$ cat src/rtl/mips_cpu_fetch_ctrl.sv
// Fetch sequencer between the PC and the instruction-memory port: one read per
// instruction, held through wait states, with MIPS delay-slot redirect and halt on a jump to HALT_ADDR.
module mips_cpu_fetch_ctrl #(
  parameter logic [31:0] RESET_VECTOR = 32'hBFC00000,
  parameter logic [31:0] HALT_ADDR    = 32'h00000000
) (
  input  logic        clk,
  input  logic        reset,
  output logic        instr_read,
  output logic [31:0] instr_address,
  input  logic        instr_waitrequest,
  input  logic [31:0] instr_readdata,
  output logic        instr_valid,
  output logic [31:0] instr,
  input  logic        core_ready,
  input  logic        redirect,
  input  logic [31:0] redirect_target,
  output logic [31:0] pc,
  output logic        active,
  output logic        fault
);

  typedef enum logic [1:0] {
    S_IDLE,
    S_FETCH,
    S_ISSUE,
    S_HALT
  } state_e;

  state_e      state_q, state_d;
  logic [31:0] pc_q, pc_d;
  logic [31:0] instr_q, instr_d;
  logic [31:0] target_q, target_d;
  logic        pending_q, pending_d;
  logic        fault_q, fault_d;

  // NOTE: state registers use non-blocking assignments so every flop samples pre-edge values.
  always_ff @(posedge clk or posedge reset) begin
    if (reset) begin
      state_q   <= S_IDLE;
      pc_q      <= RESET_VECTOR;
      instr_q   <= 32'h0;
      target_q  <= 32'h0;
      pending_q <= 1'b0;
      fault_q   <= 1'b0;
    end else begin
      state_q   <= state_d;
      pc_q      <= pc_d;
      instr_q   <= instr_d;
      target_q  <= target_d;
      pending_q <= pending_d;
      fault_q   <= fault_d;
    end
  end

  // NOTE: every next-state signal gets a hold default first, so no path infers a latch.
  always_comb begin
    state_d   = state_q;
    pc_d      = pc_q;
    instr_d   = instr_q;
    target_d  = target_q;
    pending_d = pending_q;
    fault_d   = fault_q;

    unique case (state_q)
      S_IDLE: state_d = S_FETCH;

      S_FETCH: begin
        if (!instr_waitrequest) begin
          instr_d = instr_readdata;
          state_d = S_ISSUE;
        end
      end

      S_ISSUE: begin
        if (core_ready) begin
          if (!pending_q) begin
            pc_d = pc_q + 32'd4;
            if (redirect) begin
              target_d  = redirect_target;
              pending_d = 1'b1;
              // A misaligned target stops the core before its delay slot is fetched.
              if (redirect_target[1:0] != 2'b00) begin
                fault_d = 1'b1;
                state_d = S_HALT;
              end else begin
                state_d = S_FETCH;
              end
            end else begin
              state_d = S_FETCH;
            end
          end else begin
            // Delay slot retired: redirect is ignored and the saved target takes effect.
            pending_d = 1'b0;
            if (target_q == HALT_ADDR) begin
              pc_d    = HALT_ADDR;
              state_d = S_HALT;
            end else begin
              pc_d    = target_q;
              state_d = S_FETCH;
            end
          end
        end
      end

      S_HALT: state_d = S_HALT;

      default: state_d = S_IDLE;
    endcase
  end

  assign instr_read    = (state_q == S_FETCH);
  assign instr_valid   = (state_q == S_ISSUE);
  assign active        = (state_q == S_FETCH) || (state_q == S_ISSUE);
  assign instr_address = pc_q;
  assign pc            = pc_q;
  assign instr         = instr_q;
  assign fault         = fault_q;

endmodule

$ cat config.mk
export PLATFORM = sky130hd
export DESIGN_NAME = mips_cpu_fetch_ctrl
export DESIGN_NICKNAME = d
export VERILOG_FILES = /design/src/rtl/mips_cpu_fetch_ctrl.sv
export SDC_FILE = /design/constraint.sdc
export NUM_CORES = 1
export LEC_CHECK = 0
export ABC_CLOCK_PERIOD_IN_PS = 7560
export BUFFER_PORTS_ARGS = -buffer_cell sky130_fd_sc_hd__buf_2
export CORE_MARGIN = 2
export CORE_UTILIZATION = 54
export CTS_CLUSTER_DIAMETER = 80
export DETAILED_ROUTE_END_ITERATION = 10
export PLACE_DENSITY = 0.85
export SLEW_MARGIN = 20
export SYNTH_ARGS = -nofsm -noshare
export SYNTH_HDL_FRONTEND = slang
export SYNTH_SLANG_ARGS = --single-unit
export TNS_END_PERCENT = 50
$ cat constraint.sdc
create_clock -name clk -period 7.56 [get_ports clk]
set_clock_uncertainty 0.2 [all_clocks]
set_input_delay 0.756 -clock clk [delete_from_list [all_inputs] [get_ports clk]]
set_output_delay 0.756 -clock clk [all_outputs]
set_load 0.005 [all_outputs]
==> results.md <==
- The yosys synthesis warning count is 0.
- The critical path class is reg2reg.
- The pin count of the biggest net entering global routing is 80.
- Setup slack closes at 4.72 ns.
- The clock reaches the later pin of the worst-skew pair after between 0.3 and 0.4 ns.
- The clock share of power is 17.7%.
- In this run the static leakage power is 2.68 nW.
- Setup violations remaining at the end of the flow were counted as 0.
- The slew at the pin with the worst max-slew slack is 0.977 ns.
- The final core utilization is 66.3%.
- The number of gates resized after cts is 0.
- The horizontal die dimension is 99.5 um.
- The first-pass GRT wire length is 19,100 um.
- The worst setup path is captured at a flip-flop.
- Setup repair after global routing left no endpoint under its margin.
- The worst pin sits at a relative slew slack of 34.9%.
- For this design the top-level I/O count stands at approximately 170.
- The area of the core is 8760 um2.
- Walking the worst path, the cells encountered are inv_1 > ha_1 > nand2_1 > buf_4 > nor2_1 > nand2_1 > buf_4 > mux2_2.
- The top routing layer in use is met4.
- At the worst endpoint, the arrival time is 2.89 ns.
- The pre-antenna-repair detailed-routing pass consisted of 5 iterations.
- The count of hold-fix buffers inserted at cts is 0.
- The post-CTS clock slew at the launch and capture registers of the worst setup and hold paths is 0.09 ns.
- In this run the clock root is driven by a sky130_fd_sc_hd__clkbuf_8.
- The initial core utilization is 56.2%.
- The TritonCTS clock tree is done.
- The final count of hold timing violations is 0.
- Net switching is roughly a third of the power.
- The detail-routed via count per cell is 5.89.
- The net count of the finished layout is 640.
- The number of buffers on the longest clock path is 2.
- Among all flip-flop cells after synthesis, the most frequent one is sky130_fd_sc_hd__dfrtp_1.
- After detailed routing, the total wire length is 11,900 um.
- The antenna cell count is 0.
- The first routing iteration left 232 violations.
- The number of antenna violations at the first check in global routing is 0.
- The run finished with clean final reports.
- The average size of a mapped cell is 11.3 um2.
- The global placement routability congestion is 0.866.
- Across all layers, the routed design uses 3,993 vias.
- At the placement stage, the worst setup path has a slack of around 4.6 ns.
- Summed over all nets, the switching power comes to 0.734 mW.
- Measured along the y axis, the die boundary spans 99.5 um.
- Post-CTS timing repair inserted 0 buffers for setup.
- The peak supply drop is approximately 0.20 mV.
- The final antenna-violating net count is 0.
- The met1 layer wirelength in the final routing is between 4000 and 5000 um.
- Dividing the final minimum period by the clock period gives 37.6%.
- The floorplan step defined a die boundary enclosing around 10000 um2.
- The internal power of the cells totals 1.36 mW.
- The number of buffers added by the clock tree synthesis step is 9.
- The routed wire length per instance is 17.5 um.
- Combinational logic is responsible for 35.5% of the overall power.
- The number of cells produced by synthesis is ~440.
- The sequential cell fraction of total power is a little under half.
- The largest fanout of any net on the critical path is 44.
- The async set or reset register ratio after synthesis is 100%.
- Across all hold checks on the routed design, the worst slack comes to approximately 0.13 ns.
- The synthesized flop and latch total is 100.
- After layout, the minimum clock period comes to about 2.8 ns.
- The layout overhead on the synthesized area is 18.0%.
- The number of global-route vias before repair is 3,864.
- The overall fraction of global-route tracks in use is around a quarter.
- The sum of negative setup slack is 0 ns.
- The post-route netlist has between 40 and 50% of its cells at a drive strength greater than 1.
- In this run, distinct cell masters in the synthesized netlist total 48.
- The class of the most critical hold timing path is in2async.
- The routed design uses 1160 um of met3 wire.
- The clock tree synthesis step divided the H-tree into 3 levels.
- The startpoint class of the critical path is a flip-flop.
- The required arrival time at the worst endpoint is 7.60 ns.
- The largest single stage delay on the critical path is about 0.44 ns.
- The total power per unit cell area is 361 nW/um2.
- Summing every instance area after synthesis gives 4930 um2.
- The count of buffers added on input and output ports is 168.
- The total congestion overflow after global routing is 0.
- After detailed routing, the met2 layer carries 5900 um of wire.
- The top achievable clock speed is between 300 and 400 MHz.
- The synthesized design contains 0 enable-type register cells.
- The register area share after synthesis is 51.0%.
- The number of placement rows is 34.
- The number of pins exceeding their max-slew limit in the final report is 0.
- The CTS sink count is 100.
- The detailed-route DRC error count is 0.
- The number of violations of the max-capacitance limit is 0.
- The HPWL after detailed placement is 8650 um.
- The slowest cell on the critical path is sky130_fd_sc_hd__dfrtp_1.
- Counting every net in the synthesized netlist gives 509.
[critical path, delay by kind of cell, from the launching register on]
family,cells,cell delay [ns]
simple gates,3,0.59
mux,1,0.39
fa+ha+maj,1,0.25
buf+inv,3,0.83
flops,1,0.44
[power by group through the flow]
stage               clock network, mW  registers (mW)  logic, mW
global placement                    0           0.972      0.719
CTS                             0.380           0.978      0.751
floorplan                           0           0.945      0.513
detailed placement                  0           0.985      0.748
global route                    0.398            1.01      0.824
finish                          0.372           0.981      0.744
[metrics by stage]
stage	total power, mW	instances	instance area (um2)
floorplan	1.46	435	4930
global placement	1.69	663	5600
detailed placement	1.73	663	5600
CTS	2.11	678	5810
global route	2.24	678	5810
finish	2.10	678	5810
[path summary, 6_finish.rpt]
path	startpoint	to	slack, ns	cells after the start
hold / removal	reset	instr[7]$_DFFE_PP0P_	0.13	2
setup reg to reg	state_q[0]$_DFFE_PP0P_	target_q[4]$_DFFE_PP0P_	4.72	8
max in group asynchronous	reset	instr[27]$_DFFE_PP0P_	5.78	3
hold reg to reg	fault$_DFFE_PP0P_	fault$_DFFE_PP0P_	0.28	1
setup / recovery	state_q[0]$_DFFE_PP0P_	target_q[4]$_DFFE_PP0P_	4.72	8
min in group clk	fault$_DFFE_PP0P_	fault$_DFFE_PP0P_	0.28	1
[layer usage]
metal	track usage [%]	up-vias
met5	0	-
met4	7.59	0
met3	7.03	18
met2	40.5	203
met1	31.2	1933
li1	-	1839
[state kept, by name, summed over array words and instances (netlist names)]
| signal | flops |
|---|---|
| instr_address | 32 |
| instr | 32 |
| pending_q | 1 |
| state_q | 2 |
| fault | 1 |
| target_q | 32 |
[cells in the mapped netlist (6+ instances only)]
master                      n  share of area, %
sky130_fd_sc_hd__a21oi_1   19               1.9
sky130_fd_sc_hd__a221o_1    8               1.6
sky130_fd_sc_hd__a22oi_1    6              0.91
sky130_fd_sc_hd__buf_4     33               5.0
sky130_fd_sc_hd__clkbuf_1  12              0.91
sky130_fd_sc_hd__dfrtp_1   91                46
sky130_fd_sc_hd__dfstp_2    9               4.8
sky130_fd_sc_hd__inv_1      7              0.53
sky130_fd_sc_hd__mux2_1    10               2.3
sky130_fd_sc_hd__mux2_2    55                13
sky130_fd_sc_hd__mux2i_1   11               2.2
sky130_fd_sc_hd__nand2_1   33               2.5
sky130_fd_sc_hd__nand3_1   14               1.4
sky130_fd_sc_hd__nand4_1    8               1.0
sky130_fd_sc_hd__nor2_1    20               1.5
sky130_fd_sc_hd__nor3_1     6              0.61
sky130_fd_sc_hd__nor4_1    13               1.7
sky130_fd_sc_hd__o21ai_0   16               1.6
[area by class of cell]
cell class / count / area [um2]
sequential: 100 / 2510
tap: 108 / 135
timing repair buffer: 174 / 886
multi-input combinational: 273 / 2030
fill: 680 / 2950
clock inverter: 4 / 73.8
inverter: 8 / 32.5
clock buffer: 11 / 141
[cells in the final DEF (no fill, tap or decap), types with 10 or more instances in the layout]
master,count
sky130_fd_sc_hd__buf_2,168
sky130_fd_sc_hd__dfrtp_1,91
sky130_fd_sc_hd__mux2_2,55
sky130_fd_sc_hd__nand2_1,33
sky130_fd_sc_hd__nor2_1,20
sky130_fd_sc_hd__a21oi_1,19
sky130_fd_sc_hd__o21ai_0,16
sky130_fd_sc_hd__nand3_1,14
sky130_fd_sc_hd__nor4_1,13
sky130_fd_sc_hd__mux2i_1,11
sky130_fd_sc_hd__mux2_1,10
sky130_fd_sc_hd__clkbuf_8,10
[kinds of logic (layout without fill, tap and decap cells)]
| kind of cell | Yosys count | in the layout | share of synthesized area (%) |
|---|---|---|---|
| multiplexers | 76 | 76 | 17.1 |
| buffers and inverters | 62 | 197 | 7.77 |
| AO/OA/AOI/OAI | 74 | 74 | 9.91 |
| AND/OR/NAND/NOR | 118 | 118 | 12.9 |
| flip-flops | 100 | 100 | 51.0 |
| adder cells (fa/ha/maj) | 5 | 5 | 1.27 |
No activity file was read; power rests on OpenSTA's default activity.
